### src/rtl/fifo_wr_arbiter.sv
// Packet-aware round-robin arbiter for a shared FIFO write port.
// A grant is held from arbitration until the granted channel's eop word is written.
module fifo_wr_arbiter #(
  parameter int unsigned CH_NUM = 4,
  parameter int unsigned DWIDTH = 8,
  parameter int unsigned CNTW   = 16
) (
  input  logic                     clk_i,
  input  logic                     srst_i,
  input  logic [CH_NUM-1:0]        ch_valid_i,
  input  logic [CH_NUM*DWIDTH-1:0] ch_data_i,
  input  logic [CH_NUM-1:0]        ch_eop_i,
  output logic [CH_NUM-1:0]        ch_ready_o,
  input  logic                     wr_full_i,
  output logic                     wr_req_o,
  output logic [DWIDTH-1:0]        data_o,
  output logic [CH_NUM-1:0]        grant_o,
  output logic                     busy_o,
  output logic [CNTW-1:0]          pkt_cnt_o
);

  localparam int unsigned IDXW = (CH_NUM > 1) ? $clog2(CH_NUM) : 1;

  typedef enum logic {
    IDLE = 1'b0,
    LOCK = 1'b1
  } state_t;

  state_t            r_state;
  logic [CH_NUM-1:0] r_grant;
  logic [IDXW-1:0]   r_last;
  logic [CNTW-1:0]   r_pkt_cnt;

  logic [IDXW-1:0]   w_cand;
  logic [IDXW-1:0]   w_pick;
  logic              w_found;
  logic              w_busy;
  logic              w_g_valid;
  logic              w_g_eop;
  logic [DWIDTH-1:0] w_g_data;
  logic              w_xfer;

  // Round-robin search starting just after the most recently granted channel.
  always_comb begin
    w_cand  = '0;
    w_pick  = '0;
    w_found = 1'b0;
    for (int unsigned i = 1; i <= CH_NUM; i++) begin
      w_cand = IDXW'((32'(r_last) + i) % CH_NUM);
      if (!w_found && ch_valid_i[w_cand]) begin
        w_found = 1'b1;
        w_pick  = w_cand;
      end
    end
  end

  // While locked, r_last is the granted channel index.
  assign w_busy    = (r_state == LOCK);
  assign w_g_valid = ch_valid_i[r_last];
  assign w_g_eop   = ch_eop_i[r_last];
  assign w_g_data  = ch_data_i[32'(r_last)*DWIDTH +: DWIDTH];
  assign w_xfer    = w_busy & w_g_valid & ~wr_full_i;

  assign ch_ready_o = r_grant & {CH_NUM{~wr_full_i}};
  assign wr_req_o   = w_xfer;
  assign data_o     = w_busy ? w_g_data : '0;
  assign grant_o    = r_grant;
  assign busy_o     = w_busy;
  assign pkt_cnt_o  = r_pkt_cnt;

  always_ff @(posedge clk_i) begin
    if (srst_i) begin
      r_state   <= IDLE;
      r_grant   <= '0;
      r_last    <= IDXW'(CH_NUM - 1);
      r_pkt_cnt <= '0;
    end else begin
      case (r_state)
        IDLE: begin
          if (w_found && !wr_full_i) begin
            r_grant <= CH_NUM'(1) << w_pick;
            r_last  <= w_pick;
            r_state <= LOCK;
          end
        end
        LOCK: begin
          if (w_xfer && w_g_eop) begin
            r_grant   <= '0;
            r_pkt_cnt <= r_pkt_cnt + CNTW'(1);
            r_state   <= IDLE;
          end
        end
        default: begin
          r_state <= IDLE;
          r_grant <= '0;
        end
      endcase
    end
  end

endmodule

### config.mk
export PLATFORM = sky130hd
export DESIGN_NAME = fifo_wr_arbiter
export DESIGN_NICKNAME = d
export VERILOG_FILES = /design/src/rtl/fifo_wr_arbiter.sv
export SDC_FILE = /design/constraint.sdc
export NUM_CORES = 1
export LEC_CHECK = 0
export CELL_PAD_IN_SITES_DETAIL_PLACEMENT = 1
export CELL_PAD_IN_SITES_GLOBAL_PLACEMENT = 1
export CORE_ASPECT_RATIO = 0.9
export CORE_UTILIZATION = 30
export DETAILED_ROUTE_END_ITERATION = 8
export PLACE_DENSITY_LB_ADDON = 0.1
export SLEW_MARGIN = 10
export SYNTH_ARGS = -nofsm -noshare
export SYNTH_HDL_FRONTEND = slang
export SYNTH_SLANG_ARGS = --single-unit
### constraint.sdc
create_clock -name clk_i -period 4.5 [get_ports clk_i]
set_input_delay 0.9 -clock clk_i [delete_from_list [all_inputs] [get_ports clk_i]]
set_output_delay 0.9 -clock clk_i [all_outputs]
set_load 0.02 [all_outputs]
==> qor.json <==
{
  "period_needed": {"value": 3.65, "unit": "ns"},
  "p_int": {"value": 0.359, "unit": "mW"},
  "resized_cells_post_cts": {"value": 0},
  "post_route_cells_drive_above_1_share": {"value": 0.0913},
  "unrepaired_setup_endpoints_after_global_routing": {"value": "no"},
  "grt_overflow_total": {"value": 0},
  "arr_time_crit_path": {"value": 2.75, "unit": "ns"},
  "syn_area_per_cell": {"value": 9.06, "unit": "µm²"},
  "rows": {"value": 24},
  "fraction_of_the_yosys_area_taken_by_sequential_cells": {"value": 0.296},
  "worst_ir_drop_vdd": {"value": 0.126, "unit": "mV"},
  "number_of_enable_flip_flop_cells_after_synthesis": {"value": 0},
  "die_area": {"value": 5480, "unit": "µm²"},
  "detailedPlacementHpwl": {"value": 3700, "unit": "µm"},
  "placement.setup.worst_slack": {"value": 0.811, "unit": "ns"},
  "cp_data_required_time": {"value": 3.60, "unit": "ns"},
  "layout.cells.most_common": {"value": "clkdlybuf4s50_1"},
  "cts_setup_buffers": {"value": 0},
  "finalSetupTns": {"value": 0, "unit": "ns"},
  "final_max_slew_viol_count": {"value": 0},
  "dieWidth": {"value": 78.0, "unit": "µm"},
  "worstSkewPairLatency": {"value": 0.27, "unit": "ns"},
  "clock_sinks": {"value": 23},
  "worst_slew_pin_slew": {"value": 0.781, "unit": "ns"},
  "timing.critical_path.cells": {"value": "clkdlybuf4s50_1 -> or3b_1 -> o22a_2 -> inv_1 -> clkdlybuf4s50_1"},
  "largest_net_degree_at_the_start_of_global_routing": {"value": 27},
  "synth.distinct_cells": {"value": 46},
  "worst_slew_margin_rel": {"value": 0.478},
  "groute.usage.overall": {"value": 0.187},
  "cap_violations": {"value": 0},
  "core_region_area": {"value": 4920, "unit": "µm²"},
  "port_buffers": {"value": 76},
  "flops_latches_synth": {"value": 23},
  "cp_num_buf_inv": {"value": 3},
  "critical_path.top_delay_family": {"value": "buffers and inverters"},
  "fin_ws": {"value": 0.849, "unit": "ns"},
  "worst_r2r_path_depth": {"value": 4},
  "drc": {"value": 0},
  "dr_total_vias": {"value": 1596},
  "routed_wl": {"value": 4950, "unit": "µm"},
  "mostFrequentLayoutCells": {"value": "76 x clkdlybuf4s50_1, 23 x dfxtp_1, 14 x nor2_1"},
  "grt_antenna_before_repair": {"value": 0},
  "critical-path-top-cell-by-count": {"value": "clkdlybuf4s50_1"},
  "finish.instance_area": {"value": 2400, "unit": "µm²"},
  "global_route_wire_length_before_repair": {"value": 8140, "unit": "µm"},
  "detailedRoute.firstIterationViolations": {"value": 40},
  "category_of_the_worst_setup_path_launch_point": {"value": "input pin"},
  "worst_setup_hold_path_clk_slew": {"value": 0.09, "unit": "ns"},
  "path_max_fanout": {"value": 7},
  "maximum_clock_frequency": {"value": 274, "unit": "MHz"},
  "run_status": {"value": "finished, final reports clean"},
  "p_clk_frac": {"value": 0.262},
  "setup.worst_path.end_class": {"value": "output port"},
  "period_share": {"value": 0.811},
  "timing.final.hold_violations": {"value": 0},
  "ys.warnings.count": {"value": 0},
  "total_power": {"value": 0.507, "unit": "mW"},
  "antenna_violating_nets_post_route": {"value": 0},
  "power.combinational.fraction": {"value": 0.293},
  "clock_path_buffers": {"value": 2},
  "p_leak": {"value": 0.851, "unit": "nW"},
  "nets_finish": {"value": 286},
  "syn_area": {"value": 1560, "unit": "µm²"},
  "initial_core_util": {"value": 0.316},
  "hold_path.class": {"value": "register to register"},
  "cts_made_buffers": {"value": 3},
  "power.switching_fraction": {"value": 0.293},
  "placement.cell_area": {"value": 2350, "unit": "µm²"},
  "classification_of_the_worst_setup_path": {"value": "input pin to output port"},
  "netSwitchingPower": {"value": 0.149, "unit": "mW"},
  "die_height": {"value": 70.4, "unit": "µm"},
  "synth_nets": {"value": 216},
  "firstDrtPassIters": {"value": 4},
  "ys_dominant_reg_cell": {"value": "dfxtp_1"},
  "via_per_inst": {"value": 5.22},
  "cts_tree": {"value": "done"},
  "power-per-cell-area": {"value": 212, "unit": "nW/µm²"},
  "async_reset_ff_frac": {"value": 0},
  "routed_wire_length_per_instance": {"value": 16.2, "unit": "µm"},
  "timing.hold.ws": {"value": 0.513, "unit": "ns"},
  "post_syn_instances": {"value": 172},
  "ios": {"value": 77},
  "cell_with_the_largest_stage_delay_on_the_worst_path": {"value": "clkdlybuf4s50_1"},
  "cts_max_level": {"value": 1},
  "cp_num_cells": {"value": 5},
  "cp_slowest_stage_delay": {"value": 0.60, "unit": "ns"},
  "seq_power_share": {"value": 0.444},
  "routability_congestion_estimate": {"value": 0.707},
  "setup-violations-final": {"value": 0},
  "holdBufCountCts": {"value": 0},
  "clock-skew-final": {"value": 0.00446, "unit": "ns"},
  "timing.hold.worst_path_depth": {"value": 2},
  "cts.root.buffer_cell": {"value": "clkbuf_8"},
  "antennaDiodeCount": {"value": 0},
  "first_global_vias": {"value": 1557},
  "area_delta_synth_final": {"value": 53.9, "unit": "%"}
}
==> Yosys cell counts, types with 2 or more instances <==
cell type	n	area, µm²
and4_1	2	17.5
mux2_2	6	67.6
o21ai_0	4	20.0
clkbuf_1	7	26.3
nand2b_1	4	25.0
dfxtp_1	23	460
or4_1	3	22.5
nand2_1	3	11.3
and2_1	9	56.3
o31ai_1	3	22.5
nor3_1	2	10.0
nand3b_1	3	22.5
inv_1	2	7.51
nand4_1	4	25.0
mux2i_1	4	40.0
mux2_1	4	45.0
nor4_1	7	43.8
mux4_2	7	158
o32ai_1	4	35.0
buf_2	3	15.0
nor2_1	14	52.6
o211ai_1	2	15.0
nor2b_1	13	81.3
nand3_1	11	55.1
o21a_1	2	15.0
a21oi_1	6	30.0
==> flip-flops by register name (all words and copies together), names as in the netlist <==
| signal | cells |
|---|---|
| busy_o | 1 |
| pkt_cnt_o | 16 |
| r_last | 2 |
| grant_o | 4 |
==> tightest hold or removal path: stages (launching register included) <==
cell     delay, ns
dfxtp_1       0.33
nand3_1       0.06
o32ai_1       0.07
==> metrics by stage <==
stage | util | std cells
2_1_floorplan | - | 172
3_3_place_gp | 0.477 | 302
3_5_place_dp | 0.477 | 302
4_1_cts | 0.487 | 306
5_1_grt | 0.487 | 306
6_report | 0.487 | 306
==> final cells by class <==
cell class / instances / area (µm²)
well taps: 65 / 81.3
inverters: 3 / 11.3
multi-input cells: 133 / 1020
repair buffers: 78 / 776
clock inverters: 1 / 5.00
clock buffers: 3 / 41.3
flip-flops and latches: 23 / 460
fillers: 597 / 2530
==> routing by layer <==
layer	share of wire	track usage
met1	0.46	0.253
met2	0.46	0.303
met3	0.065	0.0471
met4	0.0083	0.0350
met5	0	0
==> power groups by stage <==
stage / sequential [mW] / combinational (mW) / clock, mW
after floorplan: 0.222 / 0.0857 / 0
after global placement: 0.231 / 0.147 / 0
after detailed placement: 0.231 / 0.149 / 0
after CTS: 0.226 / 0.150 / 0.139
after global routing: 0.228 / 0.161 / 0.150
final: 0.225 / 0.149 / 0.133
==> kinds of logic (layout without fill, tap and decap cells) <==
family | Yosys count | after routing | synth area share
multiplexers | 22 | 22 | 0.216
AND/OR/NAND/NOR | 80 | 80 | 0.295
flip-flops | 23 | 23 | 0.296
buffers and inverters | 16 | 85 | 0.0482
adder cells (fa/ha/maj) | 1 | 1 | 0.00803
AO/OA/AOI/OAI | 30 | 30 | 0.137
==> path summary, 6_finish.rpt <==
kind                         to        from  slack, ns
setup / recovery       wr_req_o   wr_full_i       0.85
hold reg to reg      grant_o[3]  grant_o[3]       0.51
hold / removal       grant_o[3]  grant_o[3]       0.51
setup reg to reg  pkt_cnt_o[13]   r_last[1]       2.10
Power figures use the tool's default switching activity.
